**src/rtl/lif_sched_pkg.sv**
```systemverilog
// Shared types and default widths for the LIF/STDP stimulus scheduler.
package lif_sched_pkg;

  localparam int CUR_W   = 8;
  localparam int LEN_W   = 8;
  localparam int EPOCH_W = 4;
  localparam int CNT_W   = 8;
  localparam int WGT_W   = 6;

  typedef enum logic [1:0] {
    PH_IDLE   = 2'd0,
    PH_STRONG = 2'd1,
    PH_WEAK   = 2'd2,
    PH_REST   = 2'd3
  } phase_t;

endpackage

```
**src/rtl/sat_counter.sv**
```systemverilog
// Event counter that clears on request and sticks at all-ones.
module sat_counter #(
  parameter int WIDTH = 8
) (
  input  logic             clk,
  input  logic             rst,
  input  logic             clr,
  input  logic             inc,
  output logic [WIDTH-1:0] count
);

  // Clear wins over increment; increment stops at the all-ones value.
  always_ff @(posedge clk or posedge rst) begin
    if (rst)
      count <= '0;
    else if (clr)
      count <= '0;
    else if (inc && (count != {WIDTH{1'b1}}))
      count <= count + 1'b1;
  end

endmodule

```
**src/rtl/stdp_stim_scheduler.sv**
```systemverilog
// Epoch-based STRONG/WEAK/REST drive sequencer with STDP gating and run statistics.
//
// state     | meaning
// ----------+------------------------------------------------------------
// PH_IDLE   | waiting for start; current=0, learning off
// PH_STRONG | driving latched strong level; learning gated by latched learn
// PH_WEAK   | driving latched weak level; learning gated by latched learn
// PH_REST   | no drive; epoch count advances at the end of this phase
module stdp_stim_scheduler #(
  parameter int CUR_W   = lif_sched_pkg::CUR_W,
  parameter int LEN_W   = lif_sched_pkg::LEN_W,
  parameter int EPOCH_W = lif_sched_pkg::EPOCH_W,
  parameter int CNT_W   = lif_sched_pkg::CNT_W,
  parameter int WGT_W   = lif_sched_pkg::WGT_W
) (
  input  logic               clk,
  input  logic               rst,
  input  logic               start,
  input  logic               abort,
  input  logic [CUR_W-1:0]   cfg_strong,
  input  logic [CUR_W-1:0]   cfg_weak,
  input  logic [LEN_W-1:0]   cfg_len_strong,
  input  logic [LEN_W-1:0]   cfg_len_weak,
  input  logic [LEN_W-1:0]   cfg_len_rest,
  input  logic [EPOCH_W-1:0] cfg_epochs,
  input  logic               cfg_learn,
  input  logic               spike_n1,
  input  logic               spike_n2,
  input  logic [WGT_W-1:0]   weight,
  output logic [CUR_W-1:0]   current,
  output logic               stdp_en,
  output logic [1:0]         phase,
  output logic               busy,
  output logic               done,
  output logic [EPOCH_W-1:0] epoch,
  output logic [CNT_W-1:0]   n1_count,
  output logic [CNT_W-1:0]   n2_count,
  output logic [CNT_W-1:0]   wchg_count
);
  import lif_sched_pkg::*;

  phase_t             ph_q, ph_d;
  logic [LEN_W-1:0]   len_q, len_d;
  logic [EPOCH_W-1:0] epoch_q, epoch_d, epochs_eff;
  logic [CUR_W-1:0]   strong_q, weak_q, cur_d;
  logic [LEN_W-1:0]   ls_q, lw_q, lr_q;
  logic [EPOCH_W-1:0] ep_cfg_q;
  logic               learn_q, learn_d, stdp_d, done_d, accept;
  logic [WGT_W-1:0]   shadow_q;
  logic               busy_i, wchg;

  // Down-counter preload: a phase of length L (0 read as 1) ends when the count hits 0.
  function automatic logic [LEN_W-1:0] len_load(input logic [LEN_W-1:0] len);
    return (len == '0) ? '0 : len - 1'b1;
  endfunction

  assign busy_i     = (ph_q != PH_IDLE);
  assign wchg       = busy_i && (weight != shadow_q);
  assign epochs_eff = (ep_cfg_q == '0) ? EPOCH_W'(1) : ep_cfg_q;

  assign phase = ph_q;
  assign busy  = busy_i;
  assign epoch = epoch_q;

  // Next phase, phase timer, epoch count and the registered output values.
  always_comb begin
    ph_d    = ph_q;
    len_d   = len_q;
    epoch_d = epoch_q;
    done_d  = 1'b0;
    accept  = 1'b0;
    if (abort) begin
      ph_d = PH_IDLE;
    end else begin
      case (ph_q)
        PH_IDLE: begin
          if (start) begin
            accept  = 1'b1;
            ph_d    = PH_STRONG;
            len_d   = len_load(cfg_len_strong);
            epoch_d = '0;
          end
        end
        PH_STRONG: begin
          if (len_q == '0) begin
            ph_d  = PH_WEAK;
            len_d = len_load(lw_q);
          end else begin
            len_d = len_q - 1'b1;
          end
        end
        PH_WEAK: begin
          if (len_q == '0) begin
            ph_d  = PH_REST;
            len_d = len_load(lr_q);
          end else begin
            len_d = len_q - 1'b1;
          end
        end
        default: begin
          if (len_q == '0) begin
            epoch_d = epoch_q + 1'b1;
            if (epoch_d == epochs_eff) begin
              ph_d   = PH_IDLE;
              done_d = 1'b1;
            end else begin
              ph_d  = PH_STRONG;
              len_d = len_load(ls_q);
            end
          end else begin
            len_d = len_q - 1'b1;
          end
        end
      endcase
    end

    // On the accept cycle the latches are not loaded yet, so use the live config.
    learn_d = accept ? cfg_learn : learn_q;
    case (ph_d)
      PH_STRONG: cur_d = accept ? cfg_strong : strong_q;
      PH_WEAK:   cur_d = weak_q;
      default:   cur_d = '0;
    endcase
    stdp_d = learn_d && ((ph_d == PH_STRONG) || (ph_d == PH_WEAK));
  end

  // State, timer, epoch and output registers.
  always_ff @(posedge clk or posedge rst) begin
    if (rst) begin
      ph_q    <= PH_IDLE;
      len_q   <= '0;
      epoch_q <= '0;
      current <= '0;
      stdp_en <= 1'b0;
      done    <= 1'b0;
    end else begin
      ph_q    <= ph_d;
      len_q   <= len_d;
      epoch_q <= epoch_d;
      current <= cur_d;
      stdp_en <= stdp_d;
      done    <= done_d;
    end
  end

  // Config latches and weight shadow; config is frozen for the whole run.
  always_ff @(posedge clk or posedge rst) begin
    if (rst) begin
      strong_q <= '0;
      weak_q   <= '0;
      ls_q     <= '0;
      lw_q     <= '0;
      lr_q     <= '0;
      ep_cfg_q <= '0;
      learn_q  <= 1'b0;
      shadow_q <= '0;
    end else if (accept) begin
      strong_q <= cfg_strong;
      weak_q   <= cfg_weak;
      ls_q     <= cfg_len_strong;
      lw_q     <= cfg_len_weak;
      lr_q     <= cfg_len_rest;
      ep_cfg_q <= cfg_epochs;
      learn_q  <= cfg_learn;
      shadow_q <= weight;
    end else if (wchg) begin
      shadow_q <= weight;
    end
  end

  sat_counter #(.WIDTH(CNT_W)) u_n1_cnt (
    .clk(clk), .rst(rst), .clr(accept), .inc(busy_i && spike_n1), .count(n1_count)
  );

  sat_counter #(.WIDTH(CNT_W)) u_n2_cnt (
    .clk(clk), .rst(rst), .clr(accept), .inc(busy_i && spike_n2), .count(n2_count)
  );

  sat_counter #(.WIDTH(CNT_W)) u_wchg_cnt (
    .clk(clk), .rst(rst), .clr(accept), .inc(wchg), .count(wchg_count)
  );

endmodule
```
**config.mk**
```make
export PLATFORM = sky130hd
export DESIGN_NAME = stdp_stim_scheduler
export DESIGN_NICKNAME = d
export VERILOG_FILES = /design/src/rtl/lif_sched_pkg.sv /design/src/rtl/sat_counter.sv /design/src/rtl/stdp_stim_scheduler.sv
export SDC_FILE = /design/constraint.sdc
export NUM_CORES = 1
export LEC_CHECK = 0
export CORE_UTILIZATION = 55
export DETAILED_ROUTE_END_ITERATION = 10
export MAX_ROUTING_LAYER = met4
export PLACE_DENSITY = 0.83
export SLEW_MARGIN = 20
export SYNTH_ARGS = -nofsm -noshare
export SYNTH_HDL_FRONTEND = slang
export SYNTH_SLANG_ARGS = --single-unit
```
**constraint.sdc**
```tcl
create_clock -name clk -period 6.12 [get_ports clk]
set_input_delay 1.224 -clock clk [delete_from_list [all_inputs] [get_ports clk]]
set_output_delay 1.224 -clock clk [all_outputs]
set_load 0.1 [all_outputs]
```
# Word-level counts from Yosys, hierarchy flattened
# Index checks and enable logic that the tools add are counted.
[word_totals]
in_bits = 57
elab_cells = 103
regBits = 99
[op_classes]
add_sub_neg = 9
eq_ne = 11
bitwise_logic = 2
n_reduce_logical = 25
n_mux = 39
[op_table]
columns = ["op", "count"]
rows = [
  ["$mux 8", 16],
  ["$logic_not 8->1", 5],
  ["$sub 8x1->8 const B", 5],
  ["$add 8x1->8 const B", 3],
  ["$ne 8x8->1 const B", 3],
  ["$pmux 8 s3", 1],
  ["$pmux 8 s2", 1],
  ["$mux 4", 3],
  ["$mux 6", 2],
  ["$reduce_bool 2->1", 6],
  ["$mux 2", 5],
  ["$mux 1", 9],
  ["$pmux 4 s2", 1],
  ["$logic_and 1x1->1", 7],
  ["$ne 6x6->1", 1],
  ["$pmux 2 s3", 1],
  ["$ne 5x2->1 const B", 1],
  ["$add 4x1->4 const B", 1],
  ["$eq 2x1->1 const B", 2],
  ["$eq 2x2->1 const B", 2],
  ["$eq 4x4->1", 1],
  ["$logic_not 4->1", 1],
  ["$reduce_and 4->1", 1],
  ["$reduce_and 3->1", 1],
  ["6 further kinds", 7],
]

# Depth between registers and ports, before layout
# Gate-level depths: netlist of the first run.
[logic_depth]
word_depth = 10
ltp_mapped = 13

# Cells and area by module
# From an unflattened synthesis of the first run, not the netlist that was laid out.
[unflattened]
cells_unflattened = 653
hier_area_um2 = 5846.9
[modules_own_cells]
columns = ["mod", "seq_area_each_um2", "area_per_inst_um2", "cells_each", "n_inst"]
rows = [
  ["stdp_stim_scheduler", 1876.8, 4334.2, 506, 1],
  ["sat_counter", 200.2, 504.2, 49, 3],
]

# Worst setup path before layout of the first run
# Ideal clock, no wire load.
[synth_timing]
path_kind = "reg2reg"
from = "register ph_q[0], in the netlist phase[0]"
to = "register current[0]"
n_path_buf = 2
t_arrival_ns = 3.460
synth_period_minus_slack_ns = 3.590
setup_slack_ns = 2.530
stages_incl_launch_ff = 13
path_cell_list = "dfrtp_1 -> inv_1 -> ha_1 -> clkbuf_1 -> clkinv_1 -> nor2_1 -> o21ai_0 -> nand3_1 -> nand2_1 -> ha_1 -> clkbuf_1 -> a22oi_1 -> nor2_1"
[synth_via]
elab_chain_cells = 5
elab_cells_between_ends = 15
cone_classes = "4 x eq/ne; 10 x mux; 1 x reduce/logical"
[synth_rtl]
columns = ["element", "line", "rtl"]
rows = [
  ["from (decl)", "stdp_stim_scheduler.sv:42", "phase_t ph_q, ph_d;"],
  ["from (signal assigned)", "stdp_stim_scheduler.sv:137", "ph_q <= ph_d;"],
  ["$eq 2x2->1 (tied with other cells)", "stdp_stim_scheduler.sv:75", "case (ph_q)"],
  ["$pmux 2 s3 / $mux 1 (equally long branches)", "stdp_stim_scheduler.sv:75", ""],
  ["$mux 2 / $mux 1 (equally long branches)", "stdp_stim_scheduler.sv:72", "if (abort) begin"],
  ["$eq 2x2->1 (tied with other cells)", "stdp_stim_scheduler.sv:119", "case (ph_d)"],
  ["$pmux 8 s2 (*)", "stdp_stim_scheduler.sv:119", ""],
  ["via cur_d[0]", "stdp_stim_scheduler.sv:45", "logic [CUR_W-1:0] strong_q, weak_q, cur_d;"],
  ["to (signal assigned)", "stdp_stim_scheduler.sv:140", "current <= cur_d;"],
  ["to (decl)", "stdp_stim_scheduler.sv:30", "output logic [CUR_W-1:0] current,"],
]
# Mark *: on every way through the listed nets, which the timed path passes. The rest lies on a longest branch.
# A chain may end at the register's enable or synchronous reset.

# Worst setup path after layout of the first run
[layout_timing]
from = "register ph_q[0], in the netlist phase[0]"
to = "output port busy"
[layout_via]
elab_chain_cells = 1
[layout_rtl]
columns = ["element", "line", "rtl"]
rows = [
  ["$reduce_bool 2->1", "stdp_stim_scheduler.sv:57", "assign busy_i = (ph_q != PH_IDLE);"],
  ["to (decl)", "stdp_stim_scheduler.sv:33", "output logic busy,"],
]
# No other way between the ends.

==> results.json, run 1 <==
{
  "status": "finished, final reports clean",
  "clk_latency_ns": 0.38,
  "cts_hold_buffers": 0,
  "leakagePower_nw": 2.92,
  "grt_pass1_vias": 4618,
  "vias": 4692,
  "synth_top_cell_by_area": "dfrtp_1",
  "maxCapViolCount": 0,
  "dr.first_iter.drc_count": 248,
  "hold_class": "reg2reg",
  "wl_per_cell_um": 16.0,
  "use_met1_pct": 36.4,
  "io_buffers": 97,
  "min_period_ns": 3.98,
  "r2r_start": "len_q[2]",
  "die_x_um": 101,
  "critPathLaunchType": "register",
  "n_antenna_cell": 0,
  "finalSetupViolCount": 0,
  "synth-seq-cells": 99,
  "cts_tree": "built",
  "grt-busiest-layer": "met2",
  "area_growth_pct": 24.0,
  "drive_gt1_share_pct": 5.85,
  "cts_buffers": 9,
  "syn-cell-area_um2": 5410,
  "core_area_um2": 9370,
  "postCtsSetupBuffers": 0,
  "path_max_fanout": 10,
  "first_pass_iters": 5,
  "peakVddDrop_mv": 0.285,
  "grt_pass1_wl_mm": 21.8,
  "fp.dieArea_um2": 10200,
  "placementRows": 35,
  "yosys-top-cells-area": "dfrtp_1, nand2_1, xnor2_1",
  "synth_fp_nets": 682,
  "slew-limit-headroom_pct": 29.3,
  "drtAntennaViolNets": 0,
  "cp-end-kind": "primary output",
  "place.gp.congestion": 0.976,
  "path_class": "reg2out",
  "cp_data_arrival_time_ns": 2.76,
  "tns_ns": 0,
  "worst-r2r-setup-slack_ns": 3.04,
  "synth.most_common_cell": "nand2_1",
  "startpoint": "phase[0]",
  "place_ws_ns": 2.50,
  "synthArstFlopShare_pct": 100,
  "antenna_found_initial": 0,
  "grt_util_met2_pct": 45.4,
  "wirelength_mm": 13.3,
  "synth_area_per_cell_um2": 8.91,
  "synth_edf_count": 0,
  "cts_root_buffer": "clkbuf_8",
  "clock-sinks": 99,
  "htree_levels": 3,
  "crit_required_ns": 4.90,
  "yosysSeqAreaShare_pct": 45.8,
  "dp_hpwl_mm": 9.47,
  "layout_setup_ws_ns": 2.14,
  "synth_ff_type": "dfrtp_1",
  "reg2reg_to": "current[0]",
  "clkSlewWorstSetupHoldPaths_ns": 0.11,
  "gr-total-overflow": 0,
  "placedCellCount": 814,
  "ctsResizeCount": 0,
  "hold_depth": 2,
  "final_nets": 771,
  "fin_worst_skew_ns": 0.0146,
  "grt_max_degree": 65,
  "initial_utilization_pct": 57.7,
  "drv_slew": 0,
  "synth_common_cells": "nand2_1, dfrtp_1, nor2_1",
  "io_pins": 98,
  "power_density_nw_per_um2": 323,
  "grtUsageTotal_pct": 28.3,
  "synth_top_area_share_pct": 45.8,
  "synth.distinct_cells": 61,
  "finalPower_mw": 2.17,
  "syn_inst": 607,
  "r2r_cells": 9,
  "post-route-period-util_pct": 65.1,
  "die_y_um": 101,
  "instances_no_fill": 830,
  "hold_violations": 0,
  "met3_usage_pct": 5.31,
  "drc_errors": 0,
  "endpoint": "busy",
  "worst_slew_pin_slew_ns": 1.06,
  "fmax_ghz": 0.251,
  "ctsLongestPathBuffers": 2,
  "post-route-util_pct": 71.6,
  "yosysWarnings": 0,
  "vias_per_cell": 5.65,
  "rsz0062_at_grt": "no"
}
[kinds of logic (layout without fill, tap and decap cells)]
group / Yosys count / count (layout) / share of synthesized area, %
adder cells (fa/ha/maj): 18 / 18 / 4.16
flip-flops: 99 / 99 / 45.8
multiplexers: 15 / 15 / 3.03
AO/OA/AOI/OAI: 106 / 106 / 13.5
AND/OR/NAND/NOR: 285 / 285 / 23.8
XOR/XNOR: 39 / 39 / 6.57
buffers and inverters: 45 / 139 / 3.19
[layout make-up]
| class | count | area, µm² |
|---|---|---|
| fill | 760 | 2670 |
| inverter | 24 | 92.6 |
| sequential | 99 | 2480 |
| multi-input combinational | 463 | 2770 |
| clock inverter | 7 | 91.3 |
| clock buffer | 9 | 124 |
| timing repair buffer | 99 | 986 |
| tap | 129 | 161 |
[flip-flops by register name (all words and copies together), names as in the netlist]
signal and count:
shadow_q 6, ep_cfg_q 4, ls_q 8, lr_q 8
u_n1_cnt.count 8, strong_q 8, epoch 4, lw_q 8
stdp_en 1, learn_q 1, weak_q 8, u_wchg_cnt.count 8
phase 2, len_q 8, done 1, current 8
u_n2_cnt.count 8
[per-layer routing]
layer	vias to the layer above	share of wire [%]
met2	146	48
met4	0	1.6
met3	21	5.8
li1	2274	-
met1	2251	45
met5	-	0
[cell usage in the layout (no fill, tap or decap), types with 9 or more instances in the layout]
cell               n
nand2_1          150
dfrtp_1           99
clkdlybuf4s50_1   97
nor2_1            53
o21ai_0           32
xnor2_1           30
inv_1             21
ha_1              18
nor3_1            15
nand3_1           13
a21oi_1           12
nand4_1            9
clkbuf_8           9
[through the flow]
step	hold slack (ns)	cell area (µm²)
6_report	0.484	6710
5_1_grt	0.519	6710
4_1_cts	0.483	6700
3_5_place_dp	0.459	6480
3_3_place_gp	0.452	6480
2_1_floorplan	0.434	5410
[worst max-delay path: stages (launching register included)]
cell and delay, ns:
dfrtp_1 0.45, inv_1 0.13, ha_1 0.34, clkinv_1 0.38, clkdlybuf4s50_1 1.08
[worst min path at each step]
stage / from / endpoint / slack [ns]
floorplan: learn_q / learn_q / 0.43
global placement: learn_q / learn_q / 0.45
detailed placement: strong_q[4] / strong_q[4] / 0.46
CTS: strong_q[4] / strong_q[4] / 0.48
global route: learn_q / learn_q / 0.52
finish: strong_q[4] / strong_q[4] / 0.48
[where the power goes]
part           switching, mW  internal, mW  total (mW)
Combinational          0.512         0.294       0.807
Sequential             0.131         0.774       0.904
Clock                  0.256         0.200       0.456
Total                  0.899          1.27        2.17
No activity file was read; power rests on OpenSTA's default activity.
==> inputs of run 2 (changes only) <==
--- a/config.mk
+++ b/config.mk
@@ -5,10 +5,10 @@
 export SDC_FILE = /design/constraint.sdc
 export NUM_CORES = 1
 export LEC_CHECK = 0
-export CORE_UTILIZATION = 55
+export CORE_UTILIZATION = 53
 export DETAILED_ROUTE_END_ITERATION = 10
 export MAX_ROUTING_LAYER = met4
-export PLACE_DENSITY = 0.83
+export PLACE_DENSITY = 0.81
 export SLEW_MARGIN = 20
 export SYNTH_ARGS = -nofsm -noshare
 export SYNTH_HDL_FRONTEND = slang
==> constraint.sdc (replaced) <==
create_clock -name clk -period 4 [get_ports clk]
set_input_delay 0.8 -clock clk [delete_from_list [all_inputs] [get_ports clk]]
set_output_delay 0.8 -clock clk [all_outputs]
set_load 0.1 [all_outputs]
==> run 2 against run 1 <==
Compared with the run above: critical path depth rose by 5; sequential share of layout area fell by 0.083 points; die area rose by 3.7%; cell area rose by 0.22%; register-to-register slack got worse by 2.0 ns; global-route usage rose by 0.32 points; wire length rose by 2.2%; largest power group unchanged.
==> results.json, run 2 (synthesis results as in run 1) <==
{
  "area_growth_pct": 24.2,
  "core_area_um2": 9820,
  "grt_pass1_vias": 4717,
  "hold_violations": 0,
  "first_pass_iters": 4,
  "final_nets": 775,
  "cts_hold_buffers": 0,
  "antenna_found_initial": 0,
  "power_density_nw_per_um2": 487,
  "worst_slew_pin_slew_ns": 1.01,
  "cts_buffers": 9,
  "slew-limit-headroom_pct": 32.3,
  "peakVddDrop_mv": 0.511,
  "clock-sinks": 99,
  "die_x_um": 103,
  "path_class": "reg2reg",
  "vias_per_cell": 5.59,
  "wirelength_mm": 13.6,
  "dr.first_iter.drc_count": 184,
  "io_buffers": 97,
  "min_to": "learn_q",
  "critPathLaunchType": "register",
  "finalSetupViolCount": 0,
  "hold_class": "reg2reg",
  "initial_utilization_pct": 55.1,
  "wl_per_cell_um": 16.2,
  "layout_commonest_cell": "nand2_1",
  "r2r_start": "len_q[2]",
  "fp.dieArea_um2": 10600,
  "drv_slew": 0,
  "cp-end-kind": "register",
  "place.gp.congestion": 0.907,
  "grtUsageTotal_pct": 28.6,
  "ctsLongestPathBuffers": 2,
  "grt_pass1_wl_mm": 22.3,
  "maxCapViolCount": 0,
  "path_max_fanout": 13,
  "min_period_ns": 2.97,
  "r2r_cells": 9,
  "n_antenna_cell": 0,
  "n_fill_cell": 833,
  "grt_max_degree": 100,
  "drive_gt1_share_pct": 6.39,
  "leakagePower_nw": 2.94,
  "rsz0062_at_grt": "no",
  "post-route-period-util_pct": 74.3,
  "fin_worst_skew_ns": 0.0178,
  "drtAntennaViolNets": 0,
  "tns_ns": 0,
  "status": "finished, final reports clean",
  "crit_required_ns": 4.26,
  "cts_root_buffer": "clkbuf_8",
  "fmax_ghz": 0.337,
  "post-route-util_pct": 68.5,
  "die_y_um": 103,
  "ctsResizeCount": 0,
  "worst-r2r-setup-slack_ns": 1.03,
  "clkSlewWorstSetupHoldPaths_ns": 0.10,
  "final_cell_mix": "nand2_1, dfrtp_1, clkdlybuf4s50_1, nor2_1, o21ai_0",
  "cp_data_arrival_time_ns": 3.23,
  "htree_levels": 3,
  "gr-total-overflow": 0,
  "startpoint": "len_q[2]",
  "clk_latency_ns": 0.38,
  "vias": 4681,
  "cts_tree": "built",
  "hold_depth": 2,
  "io_pins": 98,
  "placementRows": 36,
  "hp-start": "learn_q",
  "drc_errors": 0,
  "reg2reg_to": "current[3]",
  "dp_hpwl_mm": 9.88,
  "postCtsSetupBuffers": 0
}
==> run 2: cell types whose count changed in the layout (fill, tap and decap cells not counted), sizes merged <==
cell           delta
buf               +5
clkinv            -1
clkdlybuf4s50     -1
clkbuf            +3
bufinv            -1
clkinvlp          -1
inv               -1
==> run 2: final cells by class <==
class / count / area, µm² / share of cell area (%)
clock buffer: 12 / 165 / 2.46
clock inverter: 3 / 26.3 / 0.391
inverter: 24 / 92.6 / 1.38
multi-input combinational: 463 / 2770 / 41.2
sequential: 99 / 2480 / 36.9
tap: 133 / 166 / 2.48
timing repair buffer: 103 / 1030 / 15.3
==> run 2: worst max-delay path by stage <==
stage	endpoint	slack [ns]
2_1_floorplan	current[0]	0.41
3_3_place_gp	len_q[7]	0.96
3_5_place_dp	len_q[7]	0.92
4_1_cts	current[3]	1.02
5_1_grt	current[3]	0.87
6_report	current[3]	1.03
==> run 2: routing by layer <==
| metal | vias to the layer above | track usage (%) | share of wire, % |
|---|---|---|---|
| li1 | 2284 | - | - |
| met1 | 2247 | 35.4 | 44 |
| met2 | 128 | 45.4 | 48 |
| met3 | 22 | 8.41 | 6.3 |
| met4 | 0 | 8.88 | 1.8 |
| met5 | - | - | 0 |
==> run 2: report_power, final <==
part	switching (mW)	leakage, nW	internal (mW)
Combinational	0.788	1.56	0.455
Clock	0.361	0.0999	0.281
Sequential	0.202	1.27	1.18
==> run 2: stage by stage <==
step	worst slack (ns)	instances	instance area, µm²	hold slack [ns]	power, mW
floorplan	0.410	607	5410	0.434	2.28
global placement	0.957	822	6530	0.447	2.60
detailed placement	0.919	822	6530	0.452	2.64
CTS	1.02	837	6720	0.477	3.29
global route	0.874	837	6720	0.496	3.47
finish	1.03	837	6720	0.475	3.27
==> run 2: critical path: stages (launching register included) <==
cell	delay (ns)
dfrtp_1	0.47
or4_4	0.60
or3_4	0.49
a2111oi_4	0.30
nand2_1	0.14
o221ai_1	0.13
a21oi_1	0.12
ha_1	0.34
a22oi_1	0.22
nor2_1	0.06
==> inputs of run 3 (changes only) <==
--- a/config.mk
+++ b/config.mk
@@ -5,10 +5,10 @@
 export SDC_FILE = /design/constraint.sdc
 export NUM_CORES = 1
 export LEC_CHECK = 0
-export CORE_UTILIZATION = 53
+export CORE_UTILIZATION = 48
 export DETAILED_ROUTE_END_ITERATION = 10
 export MAX_ROUTING_LAYER = met4
-export PLACE_DENSITY = 0.81
+export PLACE_DENSITY = 0.77
 export SLEW_MARGIN = 20
 export SYNTH_ARGS = -nofsm -noshare
 export SYNTH_HDL_FRONTEND = slang
==> constraint.sdc (replaced) <==
create_clock -name clk -period 2.6 [get_ports clk]
set_input_delay 0.52 -clock clk [delete_from_list [all_inputs] [get_ports clk]]
set_output_delay 0.52 -clock clk [all_outputs]
set_load 0.1 [all_outputs]
==> run 3 against run 2 <==
Compared with the run above: clock power is 62% higher; non-clock buffer count is 35 higher; maximum frequency is 21% higher; utilization is 4.1 points lower; global-route usage is 1.5 points lower; die area is 10% higher; power is 59% higher; first-iteration DRC count is 46% higher.
==> results.json, run 3 (synthesis results as in run 1) <==
{
  "min_period_ns": 2.45,
  "post-route-period-util_pct": 94.2,
  "antenna_found_initial": 0,
  "cts_tree": "built",
  "crit_required_ns": 2.90,
  "core_area_um2": 10900,
  "io_buffers": 97,
  "dr.first_iter.drc_count": 268,
  "worst-path-buf-inv": 2,
  "die_y_um": 108,
  "fin_worst_skew_ns": 0.0182,
  "postCtsSetupBuffers": 0,
  "grt_max_degree": 53,
  "met2_length_mm": 7.10,
  "post-route-util_pct": 64.3,
  "dp_hpwl_mm": 10.7,
  "grtUsageTotal_pct": 27.2,
  "place.gp.congestion": 0.934,
  "grt_pass1_wl_mm": 23.6,
  "first_pass_iters": 4,
  "rsz0062_at_grt": "no",
  "cp_data_arrival_time_ns": 2.75,
  "fmax_ghz": 0.408,
  "cp-end-kind": "register",
  "drtAntennaViolNets": 0,
  "tns_ns": 0,
  "final_nets": 810,
  "maxCapViolCount": 0,
  "clk_latency_ns": 0.40,
  "die_x_um": 108,
  "io_pins": 98,
  "wirelength_mm": 14.2,
  "maxUsedRoutingLayer": "met4",
  "layout_commonest_cell": "nand2_1",
  "critPathLaunchType": "register",
  "status": "finished, final reports clean",
  "ctsLongestPathBuffers": 2,
  "wl_per_cell_um": 16.1,
  "path_max_fanout": 4,
  "initial_utilization_pct": 49.7,
  "power_density_nw_per_um2": 743,
  "worst_slew_pin_slew_ns": 0.643,
  "placedCellCount": 864,
  "crit_chain": "inv_1 > ha_1 > or3b_2 > o21ai_0 > buf_4 > nor2_1 > nor3_1 > o32ai_1 > mux2_4",
  "fp.dieArea_um2": 11700,
  "cts_buffers": 9,
  "final_cell_mix": "nand2_1, dfrtp_1, buf_4, clkdlybuf4s50_1, nor2_1",
  "cp_slowest_stage_delay_ns": 0.48,
  "n_antenna_cell": 0,
  "wl_met3_um": 795,
  "instances_no_fill": 880,
  "path_class": "reg2reg",
  "cpLargestDelayFamily": "simple AND/OR/NAND/NOR gates",
  "cts_hold_buffers": 0,
  "drv_slew": 0,
  "leakagePower_nw": 3.18,
  "final_area_um2": 7000,
  "grt_pass1_vias": 4963,
  "peakVddDrop_mv": 0.957,
  "clkSlewWorstSetupHoldPaths_ns": 0.12,
  "hold_class": "reg2reg",
  "area_growth_pct": 29.4,
  "hold_violations": 0,
  "placementRows": 38,
  "slew-limit-headroom_pct": 57.1,
  "met1Wirelength_mm": 5.97,
  "finalSetupViolCount": 0,
  "cts_root_buffer": "clkbuf_8",
  "slowest_stage": "or3b_2",
  "htree_levels": 3,
  "postPlaceCellArea_um2": 6760,
  "drive_gt1_share_pct": 18.4,
  "finalPower_mw": 5.20,
  "vias": 4844,
  "vias_per_cell": 5.50,
  "drc_errors": 0,
  "gr-total-overflow": 0,
  "clock-sinks": 99
}
[run 3: cell count changes in the layout (fill, tap and decap cells not counted), moves of 3 or more]
cell,delta
buf_4,+73
dfrtp_1,-6
ha_1,-3
clkbuf_8,-3
dfrtp_2,+6
clkdlybuf4s50_1,-40
[run 3: metrics by stage]
step | setup slack, ns | hold WS (ns)
after floorplan | 0.000601 | 0.434
after global placement | -0.0851 | 0.450
after detailed placement | -0.130 | 0.463
after CTS | 0.0492 | 0.492
after global routing | 0.0208 | 0.507
final | 0.152 | 0.489
[run 3: timing repair]
action | in CTS | in global routing
setup endpoints to repair | 8 | 9
pin swaps | 0 | 2
resized for setup | 1 | 6
[run 3: area by class of cell]
type | count | area (µm²)
clock inverters | 7 | 81.3
flip-flops and latches | 99 | 2480
well taps | 140 | 175
multi-input cells | 463 | 2820
fillers | 890 | 3880
inverters | 24 | 106
clock buffers | 9 | 124
repair buffers | 138 | 1210
[run 3: final timing paths]
kind | from | end | slack, ns | cells after the start
worst max-delay path | lr_q[0] | len_q[2] | 0.15 | 9
worst min-delay path | weak_q[7] | weak_q[7] | 0.49 | 2
worst max register to register | lr_q[0] | len_q[2] | 0.15 | 9
worst min register to register | weak_q[7] | weak_q[7] | 0.49 | 2
max in group asynchronous | rst | phase[0] | 1.47 | 3
min in group asynchronous | rst | u_wchg_cnt.count[6] | 0.65 | 3
[run 3: where the power goes]
group,leakage [nW],switching [mW],internal (mW),total [mW]
Clock,0.105,0.649,0.393,1.04
Combinational,1.82,1.29,0.765,2.05
Sequential,1.26,0.286,1.82,2.11
[run 3: worst reg2reg max path: cells and delay by family (launching register included)]
family	cells	cell delay [ns]
mux	1	0.28
fa+ha+maj	1	0.20
compound gates	2	0.33
flops	1	0.45
simple gates	3	0.80
buf+inv	2	0.30
[run 3: metal layers]
metal | up-vias | track usage [%]
met5 | - | -
met4 | 0 | 10.4
met3 | 25 | 5.06
met2 | 129 | 45.8
met1 | 2344 | 32.2
li1 | 2346 | -
